<file path="config.mk">
export PLATFORM = sky130hd
export DESIGN_NAME = font_glyph_streamer
export DESIGN_NICKNAME = d
export VERILOG_FILES = /design/src/rtl/font_pkg.sv /design/src/rtl/font_rom_sync.sv /design/src/rtl/font_glyph_streamer.sv
export SDC_FILE = /design/constraint.sdc
export NUM_CORES = 1
export LEC_CHECK = 0
export CORE_UTILIZATION = 45
export DETAILED_ROUTE_END_ITERATION = 12
export PLACE_DENSITY = 0.73
export SLEW_MARGIN = 30
export SYNTH_ARGS = -nofsm -noshare
export SYNTH_HDL_FRONTEND = slang
export SYNTH_SLANG_ARGS = --single-unit
</file>
<file path="constraint.sdc">
create_clock -name Clk -period 3.6 [get_ports Clk]
set_input_delay 0.36 -clock Clk [delete_from_list [all_inputs] [get_ports Clk]]
set_output_delay 0.36 -clock Clk [all_outputs]
set_load 0.005 [all_outputs]
</file>
<file path="src/rtl/font_pkg.sv">
// Shared font definitions: default glyph geometry, glyph codes, the streamer FSM
// state type and the built-in digit/score glyph image (rows 2..11 carry ink).
package font_pkg;

  localparam int NUM_GLYPHS_DEF = 16;
  localparam int GLYPH_H_DEF    = 16;
  localparam int GLYPH_W_DEF    = 8;

  localparam logic [3:0] CHAR_C     = 4'hA;
  localparam logic [3:0] CHAR_E     = 4'hB;
  localparam logic [3:0] CHAR_O     = 4'hC;
  localparam logic [3:0] CHAR_R     = 4'hD;
  localparam logic [3:0] CHAR_S     = 4'hE;
  localparam logic [3:0] CHAR_BLANK = 4'hF;

  typedef enum logic [1:0] {IDLE, FETCH, SHIFT} state_t;

  // Glyph bitmaps hold rows 2..11 only, top row in the most significant byte.
  function automatic logic [7:0] font_row(input logic [3:0] code, input logic [3:0] row);
    logic [79:0] g;
    logic [79:0] sh;
    case (code)
      4'h0:       g = 80'h7CC6C6CED6E6C6C6C67C;
      4'h1:       g = 80'h1838781818181818187E;
      4'h2:       g = 80'h7CC6060C183060C0C6FE;
      4'h3:       g = 80'h7CC606063C060606C67C;
      4'h4:       g = 80'h0C1C3C6CCCFE0C0C0C1E;
      4'h5:       g = 80'hFEC0C0FC06060606C67C;
      4'h6:       g = 80'h3860C0C0FCC6C6C6C67C;
      4'h7:       g = 80'hFEC6060C183030303030;
      4'h8:       g = 80'h7CC6C6C67CC6C6C6C67C;
      4'h9:       g = 80'h7CC6C6C67E0606060C78;
      CHAR_C:     g = 80'h3C66C2C0C0C0C0C2663C;
      CHAR_E:     g = 80'hFE6662687868606266FE;
      CHAR_O:     g = 80'h7CC6C6C6C6C6C6C6C67C;
      CHAR_R:     g = 80'hFC6666667C6C666666E6;
      CHAR_S:     g = 80'h7CC6C660380C06C6C67C;
      CHAR_BLANK: g = '0;
      default:    g = '0;
    endcase
    font_row = '0;
    if (row >= 4'd2 && row <= 4'd11) begin
      sh = g >> (8 * (11 - int'(row)));
      font_row = sh[7:0];
    end
  endfunction

endpackage

</file>
<file path="src/rtl/font_rom_sync.sv">
// Registered-read glyph ROM; data appears the cycle after an enabled address.
// Only the built-in digit/score image is baked in; any other FONT_FILE name reads as blank.
module font_rom_sync
  import font_pkg::*;
#(
  parameter int DEPTH     = 256,
  parameter int WIDTH     = 8,
  parameter int ROWS      = 16,
  parameter     FONT_FILE = "font_digits.mem",
  localparam int AW       = $clog2(DEPTH)
) (
  input  logic             clk,
  input  logic             en,
  input  logic [AW-1:0]    addr,
  output logic [WIDTH-1:0] rd_dat
);

  localparam bit BUILTIN = (FONT_FILE == "font_digits.mem");

  function automatic logic [WIDTH-1:0] image_word(input logic [AW-1:0] a);
    int idx;
    int code;
    int row;
    idx  = int'(a);
    code = idx / ROWS;
    row  = idx % ROWS;
    image_word = '0;
    if (BUILTIN && idx < DEPTH && code < 16 && row < 16)
      image_word = WIDTH'(font_row(4'(code), 4'(row)));
  endfunction

  always_ff @(posedge clk) begin
    if (en)
      rd_dat <= image_word(addr);
  end

endmodule

</file>
<file path="src/rtl/font_glyph_streamer.sv">
// Glyph row streamer: one (code,row) request -> GLYPH_W*SCALE pixel beats, MSB first.
// Latency: first pixel beat two cycles after the request handshake.
// Backpressure: beats hold while pix_ready=0; req_ready only in IDLE. Option: FONT_UNDERLINE_EN.
module font_glyph_streamer
  import font_pkg::*;
#(
  parameter int NUM_GLYPHS = NUM_GLYPHS_DEF,
  parameter int GLYPH_H    = GLYPH_H_DEF,
  parameter int GLYPH_W    = GLYPH_W_DEF,
  parameter int SCALE      = 1,
  parameter     FONT_FILE  = "font_digits.mem",
  localparam int CODE_W    = $clog2(NUM_GLYPHS),
  localparam int ROW_W     = $clog2(GLYPH_H)
) (
  input  logic              Clk,
  input  logic              Reset,
  input  logic              req_valid,
  output logic              req_ready,
  input  logic [CODE_W-1:0] req_char,
  input  logic [ROW_W-1:0]  req_row,
`ifdef FONT_UNDERLINE_EN
  input  logic              req_uline,
`endif
  output logic              pix_valid,
  input  logic              pix_ready,
  output logic              pix_on,
  output logic              pix_last
);

  localparam int DEPTH  = NUM_GLYPHS * GLYPH_H;
  localparam int ADDR_W = $clog2(DEPTH);
  localparam int COL_W  = $clog2(GLYPH_W);
  localparam int REP_W  = (SCALE > 1) ? $clog2(SCALE) : 1;

  localparam logic [CODE_W:0] CODE_LIM = (CODE_W+1)'(NUM_GLYPHS);
  localparam logic [ROW_W:0]  ROW_LIM  = (ROW_W+1)'(GLYPH_H);
  localparam logic [COL_W-1:0] COL_LAST = COL_W'(GLYPH_W - 1);
  localparam logic [REP_W-1:0] REP_LAST = REP_W'(SCALE - 1);

  state_t state, state_nxt;

  logic               req_fire;
  logic               in_range;
  logic               rom_en;
  logic [ADDR_W-1:0]  rom_addr;
  logic [GLYPH_W-1:0] rom_dat;
  logic [GLYPH_W-1:0] load_row;
  logic [GLYPH_W-1:0] shift_reg;
  logic [COL_W-1:0]   col_cnt;
  logic [REP_W-1:0]   rep_cnt;
  logic               blank_q;
  logic               beat_acc;
  logic               last_beat;

  assign req_ready = (state == IDLE) && !Reset;
  assign req_fire  = req_valid && req_ready;
  assign in_range  = ({1'b0, req_char} < CODE_LIM) && ({1'b0, req_row} < ROW_LIM);

  // The ROM is addressed straight from the request so its data is ready during FETCH.
  assign rom_en   = req_fire && in_range;
  assign rom_addr = ADDR_W'(req_char) * ADDR_W'(GLYPH_H) + ADDR_W'(req_row);

  font_rom_sync #(
    .DEPTH    (DEPTH),
    .WIDTH    (GLYPH_W),
    .ROWS     (GLYPH_H),
    .FONT_FILE(FONT_FILE)
  ) u_rom (
    .clk   (Clk),
    .en    (rom_en),
    .addr  (rom_addr),
    .rd_dat(rom_dat)
  );

`ifdef FONT_UNDERLINE_EN
  logic uline_q;

  always_ff @(posedge Clk or posedge Reset) begin
    if (Reset)
      uline_q <= 1'b0;
    else if (req_fire)
      uline_q <= req_uline && (req_row == ROW_W'(GLYPH_H - 3));
  end

  assign load_row = blank_q ? '0 : (uline_q ? '1 : rom_dat);
`else
  assign load_row = blank_q ? '0 : rom_dat;
`endif

  assign beat_acc  = (state == SHIFT) && pix_ready;
  assign last_beat = (col_cnt == COL_LAST) && (rep_cnt == REP_LAST);

  always_ff @(posedge Clk or posedge Reset) begin
    if (Reset)
      state <= IDLE;
    else
      state <= state_nxt;
  end

  always_comb begin
    state_nxt = state;
    pix_valid = 1'b0;
    pix_on    = 1'b0;
    pix_last  = 1'b0;
    case (state)
      IDLE:  if (req_fire) state_nxt = FETCH;
      FETCH: state_nxt = SHIFT;
      SHIFT: begin
        pix_valid = 1'b1;
        pix_on    = shift_reg[GLYPH_W-1];
        pix_last  = last_beat;
        if (beat_acc && last_beat)
          state_nxt = IDLE;
      end
      default: state_nxt = IDLE;
    endcase
  end

  always_ff @(posedge Clk or posedge Reset) begin
    if (Reset) begin
      shift_reg <= '0;
      col_cnt   <= '0;
      rep_cnt   <= '0;
      blank_q   <= 1'b0;
    end else begin
      if (req_fire)
        blank_q <= !in_range;
      if (state == FETCH) begin
        shift_reg <= load_row;
        col_cnt   <= '0;
        rep_cnt   <= '0;
      end else if (beat_acc) begin
        if (rep_cnt != REP_LAST) begin
          rep_cnt <= rep_cnt + REP_W'(1);
        end else begin
          rep_cnt   <= '0;
          shift_reg <= {shift_reg[GLYPH_W-2:0], 1'b0};
          col_cnt   <= col_cnt + COL_W'(1);
        end
      end
    end
  end

endmodule

</file>
==> impl_metrics.csv, run 1 <==
group,metric,value,unit
grt,gr-usage-met2,0.373,
detailed_routing,dr.pass1.iters,5,
yosys,ys_seq_area_frac,0.201,
setup_path,rr_worst_depth,2,
timing,max_slew.worst_pin.slew,0.863,ns
clock_tree,cts.htree.levels,1,
floorplanning,die-area,0.00595,mm2
pwr,p_total,0.979,mW
clock_tree,clockBufferDepth,2,
grt,grt_pass1_vias,2256,
detailed_routing,drt_wl_total,6.96,mm
setup_path,cp_max_fo,10,
setup_path,worst-r2r-setup-slack,1.89,ns
yosys,netlist_area,0.00254,mm2
grt,busiest_layer,"met2",
pwr,leakagePower,1.05,nW
yosys,syn_inst,327,
detailed_routing,vias,2547,
pwr,p_per_area,363,mW/mm2
timing,fin_crit,2.87,ns
flow_run,maxCapViolations,0,
yosys,ys_async_sr_fraction,0.632,
placement,dp_hpwl,5.03,mm
setup_path,rr_startpoint,"state[1]",
floorplanning,rows,26,
floorplanning,die_x,77.1,um
layout,areaGrowthSynthToFinish,6.26,%
layout,final_cells,391,
layout,drive_gt1_frac,0.0872,
yosys,yosysWarnings,0,
timing,hold_viol,0,
floorplanning,fp.dieH,77.1,um
timing,setup_viol,0,
detailed_routing,drtIter0Drc,250,
floorplanning,io_pins,16,
floorplanning,core,0.00527,mm2
floorplanning,initial_utilization,0.482,
grt,grt_overflow,0,
timing,rsz0062_at_grt,"no",
layout,layout.cells.most_common,"nand2_1",
grt,met3_usage,0.0357,
timing,clock.fmax,348,MHz
setup_path,arrival,2.99,ns
detailed_routing,drc,0,
placement,place_congestion,1.02,
grt,grt_pass1_wl,11.6,mm
yosys,synth_seq_cells,19,
clock_tree,clk_pin_slew,0.07,ns
timing,finalCritPeriodShare,0.798,
layout,finalNetCount,346,
timing,maxSlewViolCount,0,
grt,antenna_found_initial,0,
setup_path,required,3.72,ns
clock_tree,cts_resized,0,
timing,skew,0.00431,ns
grt,grt.met1_usage,0.352,
clock_tree,cts_tree,"yes",
hold_path,hold_path_class,"in -> async",
yosys,synth_fp_nets,351,
grt,grt_util_all_layers,0.247,
layout,final_cell_mix,"nand2_1 (37), a21oi_1 (21), o21ai_0 (17), nor2_1 (17), nand2b_1 (17)",
setup_path,timing.rr.end,"u_rom.rd_dat[4]",
detailed_routing,via_per_inst,6.51,
setup_path,start_kind,"input pin",
pwr,vdd_drop_max,0.213,mV
clock_tree,cts_setup_buffers,0,
grt,grt_start_max_net_pins,51,
timing,relSlewSlack,0.425,
placement,portBuffers,15,
clock_tree,cts_hold_buf,0,
placement,dp_cells,387,
clock_tree,cts.root.buffer_cell,"clkbuf_8",
yosys,synth_area_per_cell,7.76,um2
detailed_routing,wl_per_cell,17.8,um
setup_path,worstSetupPathType,"in -> reg",
timing,tns,0,ns
yosys,synth_cell_types,61,
clock_tree,cts_sinks,19,
yosys,synth_flop_cell,"dfrtp_1",
setup_path,worstSetupEndpointType,"flip-flop",
clock_tree,numCtsBuffers,3,
detailed_routing,ant_nets,0,
outcome,status,"complete, no violations",
yosys,synth_edf_count,7,
layout,n_antenna_cell,0,
clock_tree,clock_latency,0.26,ns
## cells by family (layout without fill, tap and decap cells)
kind of cell,after synthesis,count (layout),share of synthesized area
AO/OA/AOI/OAI,110,110,0.311
XOR/XNOR,1,1,0.00345
adder cells (fa/ha/maj),12,12,0.0591
buffers and inverters,46,40,0.0892
flip-flops,19,19,0.201
multiplexers,20,20,0.102
AND/OR/NAND/NOR,119,119,0.235
## stage by stage
step | instance area, um2 | util | hold WS, ns | setup WS (ns)
detailed placement | 2650 | 0.503 | 0.527 | 0.539
finish | 2700 | 0.512 | 0.452 | 0.726
floorplan | 2540 | - | 0.225 | 1.31
global placement | 2650 | 0.503 | 0.518 | 0.569
CTS | 2700 | 0.512 | 0.469 | 0.787
global route | 2700 | 0.512 | 0.526 | 0.573
## area by class of cell
class / count / area, um2
clock buffers: 4 / 45.0
fillers: 521 / 2570
inverters: 12 / 45.0
multi-input cells: 262 / 1800
flip-flops and latches: 19 / 510
well taps: 70 / 87.6
repair buffers: 24 / 208
## power by group
group,switching (mW),leakage (nW),internal (mW)
sequential,0.0878,0.216,0.299
combinational,0.229,0.816,0.216
clock,0.0687,0.0228,0.0787
total,0.386,1.05,0.593
## worst max-delay path: stages
cell	delay (ns)
clkdlybuf4s50_1	0.70
inv_1	0.19
ha_1	0.46
nand2b_2	0.22
o21ai_2	0.06
mux4_2	0.50
a211oi_1	0.30
o22a_1	0.19
## Yosys cell counts (9+ instances only)
library cell  instances  area (um2)
nand2_1              37         139
dfrtp_1              12         300
buf_2                13        65.1
ha_1                 12         150
mux2i_1              13         130
o21ai_0              17        85.1
nor2_1               17        63.8
nand2b_1             17         106
clkbuf_1             11        41.3
inv_1                12        45.0
a211oi_1             14         105
a21oi_1              21         105
nand3_1               9        45.0
## metal layers
layer / vias up / part of all wire / routed length (um)
met1: 1181 / 0.44 / 3090
met2: 128 / 0.45 / 3100
met5: - / 0 / 0
met3: 18 / 0.081 / 561
met4: 0 / 0.029 / 204
li1: 1220 / - / -
## worst max-delay path by stage
stage                      from              end  slack, ns  cells past startpoint
floorplan           req_char[1]  u_rom.rd_dat[5]       1.31                      8
detailed placement  req_char[0]  u_rom.rd_dat[5]       0.54                      8
global placement    req_char[1]  u_rom.rd_dat[5]       0.57                      8
finish              req_char[0]  u_rom.rd_dat[5]       0.73                      8
CTS                 req_char[0]  u_rom.rd_dat[5]       0.79                      8
global route        req_char[0]  u_rom.rd_dat[5]       0.57                      8
Note: power is estimated with default switching activity, not from simulation.
==> inputs of run 2 (changes only) <==
PLACE_DENSITY = 0.76   (was 0.73)
clock period = 2.5 ns   (was 3.6 ns; I/O delays follow)
==> run 2 against run 1 <==
Clock skew hardly changed; hold slack worse by 0.12 ns; critical endpoint is now u_rom.rd_dat[6]; cell count increased by 6.1%; register-to-register slack lost 0.85 ns; clock power up 45%.
==> impl_metrics.csv, run 2 (same netlist as run 1, synthesis figures left out) <==
group,metric,value,unit
grt,grt_start_max_net_pins,40,
layout,final_cell_mix,"nand2_1 (37), buf_4 (31), a21oi_1 (21)",
detailed_routing,drtIter0Drc,200,
layout,final_cells,415,
floorplanning,core,0.00527,mm2
setup_path,cp_max_fo,7,
timing,fin_crit,2.28,ns
flow_run,maxCapViolations,0,
layout,n_antenna_cell,0,
detailed_routing,vias,2665,
clock_tree,cts_sinks,19,
grt,grt_util_all_layers,0.262,
setup_path,worstSetupPathType,"in -> reg",
floorplanning,io_pins,16,
hold_path,hold_path_class,"in -> async",
detailed_routing,drt_wl_total,7.45,mm
grt,gr-usage-met2,0.432,
floorplanning,die-area,0.00595,mm2
timing,hold_viol,0,
grt,met3_usage,0.0262,
timing,finalCritPeriodShare,0.914,
placement,place_congestion,0.976,
pwr,p_per_area,508,mW/mm2
clock_tree,cts.htree.levels,1,
timing,rsz0062_at_grt,"no",
grt,grt_overflow,0,
placement,portBuffers,15,
placement,dp_hpwl,5.72,mm
detailed_routing,ant_nets,0,
timing,skew,0.00467,ns
timing,maxSlewViolCount,0,
layout,postLayoutCoreUtil,0.551,
floorplanning,rows,26,
placement,place_ws,-0.0356,ns
layout,layout.cells.most_common,"nand2_1",
grt,grt_pass1_wl,12.4,mm
layout,drive_gt1_frac,0.154,
timing,relSlewSlack,0.648,
layout,finalNetCount,370,
detailed_routing,via_per_inst,6.42,
floorplanning,initial_utilization,0.482,
placement,dp_cells,411,
clock_tree,clk_pin_slew,0.08,ns
detailed_routing,wl_per_cell,18.0,um
timing,max_slew.worst_pin.slew,0.522,ns
detailed_routing,drc,0,
clock_tree,numCtsBuffers,3,
grt,grt_pass1_vias,2435,
setup_path,start_kind,"input pin",
clock_tree,cts_resized,0,
clock_tree,clockBufferDepth,2,
setup_path,worstSetupEndpointType,"flip-flop",
clock_tree,cts.root.buffer_cell,"clkbuf_8",
timing,layout_setup_ws,0.216,ns
pwr,p_total,1.47,mW
timing,setup_viol,0,
clock_tree,cts_setup_buffers,0,
clock_tree,clock_latency,0.25,ns
pwr,vdd_drop_max,0.353,mV
pwr,leakagePower,1.19,nW
clock_tree,cts_hold_buf,0,
timing,clock.fmax,438,MHz
setup_path,required,2.55,ns
timing,hold-worst-slack,0.333,ns
grt,busiest_layer,"met2",
grt,antenna_found_initial,0,
setup_path,arrival,2.33,ns
layout,areaGrowthSynthToFinish,14.4,%
detailed_routing,dr.pass1.iters,5,
grt,grt.met1_usage,0.342,
floorplanning,fp.dieH,77.1,um
clock_tree,cts_tree,"yes",
outcome,status,"complete, no violations",
floorplanning,die_x,77.1,um
[run 2: changes by cell type in the layout (fill, tap and decap cells not counted), sizes merged]
cell / previous run / this run
buf: 11 / 35
clkbuf: 4 / 3
clkinv: 0 / 1
[run 2: cell type report]
cell class / count / area, um2
multi-input combinational: 262 / 1800
sequential: 19 / 510
timing repair buffer: 48 / 413
inverter: 12 / 45.0
fill: 505 / 2370
tap: 70 / 87.6
clock buffer: 3 / 41.3
clock inverter: 1 / 5.00
[run 2: power by group]
part           switching [mW]  internal (mW)  leakage (nW)
logic                   0.404          0.353         0.944
clock network           0.102          0.111        0.0255
registers              0.0741          0.431         0.216
total                   0.580          0.894          1.19
[run 2: path summary, 6_finish.rpt]
path	from	end	slack [ns]	depth (start not counted)
worst max-delay path	req_char[0]	u_rom.rd_dat[6]	0.22	9
worst min-delay path	Reset	col_cnt[0]	0.33	2
worst max register to register	state[0]	u_rom.rd_dat[6]	1.04	2
worst min register to register	col_cnt[2]	col_cnt[2]	0.55	1
max in group asynchronous	Reset	shift_reg[1]	1.84	2
min in group Clk	col_cnt[2]	col_cnt[2]	0.55	1
[run 2: metrics by stage]
| step | setup TNS, ns | cell area, um2 |
|---|---|---|
| after detailed placement | -0.0356 | 2860 |
| after global placement | 0 | 2860 |
| final | 0 | 2900 |
| after CTS | 0 | 2900 |
| after floorplan | 0 | 2540 |
| after global routing | 0 | 2900 |
[run 2: per-layer routing]
metal,share of wire,vias to the layer above
met4,0.042,0
met2,0.48,144
met3,0.069,26
li1,-,1265
met5,0,-
met1,0.41,1230
[run 2: worst max-delay path: stages]
cell,delay (ns)
clkdlybuf4s50_1,0.44
buf_4,0.18
ha_1,0.33
buf_4,0.21
nand2_1,0.05
nand3_1,0.07
a31o_1,0.25
a22o_1,0.23
a211oi_1,0.31
==> inputs of run 3 (changes only) <==
CORE_MARGIN = 3   (was not set)
==> run 3 against run 2 <==
Clock skew decreased by 0.0014 ns; via count up 0.49%; clock power is 3% higher; clock-buffer cell count unchanged; register-to-register slack improved by 0.06 ns; maximum frequency is essentially flat; design area rose by 0.60%; global-route usage fell by 4.0 points; sequential cell count unchanged; total power is 0.60% higher.
==> impl_metrics.csv, run 3 (same netlist as run 1, synthesis figures left out) <==
group,metric,value,unit
floorplanning,die-area,0.00658,mm2
detailed_routing,drtIter0Drc,170,
clock_tree,clock_latency,0.26,ns
pwr,p_comb_frac,0.511,
clock_tree,numCtsBuffers,3,
setup_path,required,2.63,ns
floorplanning,core,0.00527,mm2
flow_run,maxCapViolations,0,
placement,portBuffers,15,
layout,nFillCells,481,
setup_path,worstSetupPathType,"in -> reg",
setup_path,start_kind,"input pin",
placement,dp_hpwl,5.40,mm
detailed_routing,ant_nets,0,
timing,skew,0.00329,ns
timing,relSlewSlack,0.597,
detailed_routing,wl_per_cell,16.9,um
pwr,seqPwrFrac,0.341,
grt,grt_start_max_net_pins,36,
floorplanning,rows,26,
layout,ff_latch_area,510,um2
clock_tree,cts_sinks,19,
detailed_routing,dr.pass1.iters,5,
clock_tree,cts_tree,"yes",
timing,hold_viol,0,
setup_path,arrival,2.41,ns
timing,fin_crit,2.28,ns
pwr,pwr-share-clk,0.148,
timing,maxSlewViolCount,0,
layout,final_cell_mix,"nand2_1 (37), buf_4 (33), a21oi_1 (21)",
setup_path,rr_startpoint,"state[1]",
clock_tree,cts.root.buffer_cell,"clkbuf_8",
timing,rsz0062_at_grt,"no",
grt,grt_pass1_wl,11.5,mm
floorplanning,fp.dieH,81.1,um
placement,placed_area,0.00287,mm2
clock_tree,cts_hold_buf,0,
layout,fin_area,0.00292,mm2
pwr,vdd_drop_max,0.315,mV
grt,grt_pass1_vias,2466,
pwr,leakagePower,1.19,nW
floorplanning,die_x,81.1,um
layout,multi_input_area,0.00180,mm2
layout,areaGrowthSynthToFinish,15.1,%
pwr,p_per_area,508,mW/mm2
pwr,power.switching,0.584,mW
timing,max_slew.worst_pin.slew,0.604,ns
floorplanning,initial_utilization,0.482,
timing,clock.fmax,438,MHz
pwr,p_total,1.48,mW
timing,finalCritPeriodShare,0.913,
detailed_routing,drt_wl_total,7.07,mm
grt,grt_overflow,0,
layout,drive_gt1_frac,0.159,
setup_path,rr_worst_depth,4,
detailed_routing,drc,0,
hold_path,hold_path_class,"in -> async",
timing,setup_viol,0,
layout,layout.cells.most_common,"nand2_1",
setup_path,cp_max_fo,8,
grt,grt_util_all_layers,0.222,
layout,finalNetCount,372,
setup_path,worst-r2r-setup-slack,1.10,ns
clock_tree,clk_pin_slew,0.07,ns
layout,n_antenna_cell,0,
pwr,intPower,0.899,mW
pwr,switching_share,0.394,
setup_path,worstSetupEndpointType,"flip-flop",
clock_tree,cts_setup_buffers,0,
outcome,status,"complete, no violations",
setup_path,timing.rr.end,"shift_reg[5]",
placement,place_congestion,1.00,
grt,antenna_found_initial,0,
floorplanning,io_pins,16,
detailed_routing,via_per_inst,6.42,
detailed_routing,vias,2678,
clock_tree,cts_resized,0,
clock_tree,cts.htree.levels,1,
clock_tree,clockBufferDepth,2,
-- run 3: cell count changes in the layout (fill, tap and decap cells not counted), sizes merged --
cell | before | now
clkinv | 1 | 0
buf | 35 | 37
clkinvlp | 0 | 1
-- run 3: power by group through the flow --
stage	Clock, mW	Combinational [mW]	Sequential (mW)
floorplan	0	0.536	0.485
global placement	0	0.726	0.502
detailed placement	0	0.750	0.508
CTS	0.222	0.753	0.504
global route	0.235	0.838	0.515
finish	0.220	0.758	0.506
-- run 3: worst max-delay path: stages --
cell and delay, ns:
clkdlybuf4s50_1 0.47, inv_1 0.08, ha_1 0.42, nand2b_2 0.18, o21ai_2 0.05, mux4_2 0.46
a211oi_1 0.31, o22a_1 0.19
-- run 3: stage by stage --
step                      utilization  setup TNS [ns]  std cells  worst slack, ns  hold WS, ns
final                           0.554               0        417            0.218        0.326
after global routing            0.554               0        417           0.0943        0.404
after CTS                       0.554               0        417            0.214        0.338
after detailed placement        0.545         -0.0516        413          -0.0516        0.530
after global placement          0.545               0        413           0.0389        0.513
after floorplan                     -               0        327            0.317        0.115
-- run 3: layer usage --
| layer | up-vias | wire length, um | global-route usage |
|---|---|---|---|
| li1 | 1278 | - | - |
| met1 | 1226 | 2780 | 0.271 |
| met2 | 145 | 3440 | 0.380 |
| met3 | 29 | 539 | 0.0244 |
| met4 | 0 | 304 | 0.123 |
| met5 | - | 0 | 0 |
-- run 3: final cells by class --
cell class	count	share of cell area
multi-input cells	262	0.617
flip-flops and latches	19	0.175
clock inverters	1	0.00257
inverters	12	0.0154
clock buffers	3	0.0141
repair buffers	50	0.146
well taps	70	0.0300
-- run 3: worst max-delay path by stage --
| stage | start | to |
|---|---|---|
| 2_1_floorplan | req_char[1] | u_rom.rd_dat[5] |
| 3_3_place_gp | req_char[1] | u_rom.rd_dat[5] |
| 3_5_place_dp | req_char[1] | u_rom.rd_dat[5] |
| 4_1_cts | req_char[1] | u_rom.rd_dat[5] |
| 5_1_grt | req_char[1] | u_rom.rd_dat[5] |
| 6_report | req_char[1] | u_rom.rd_dat[5] |
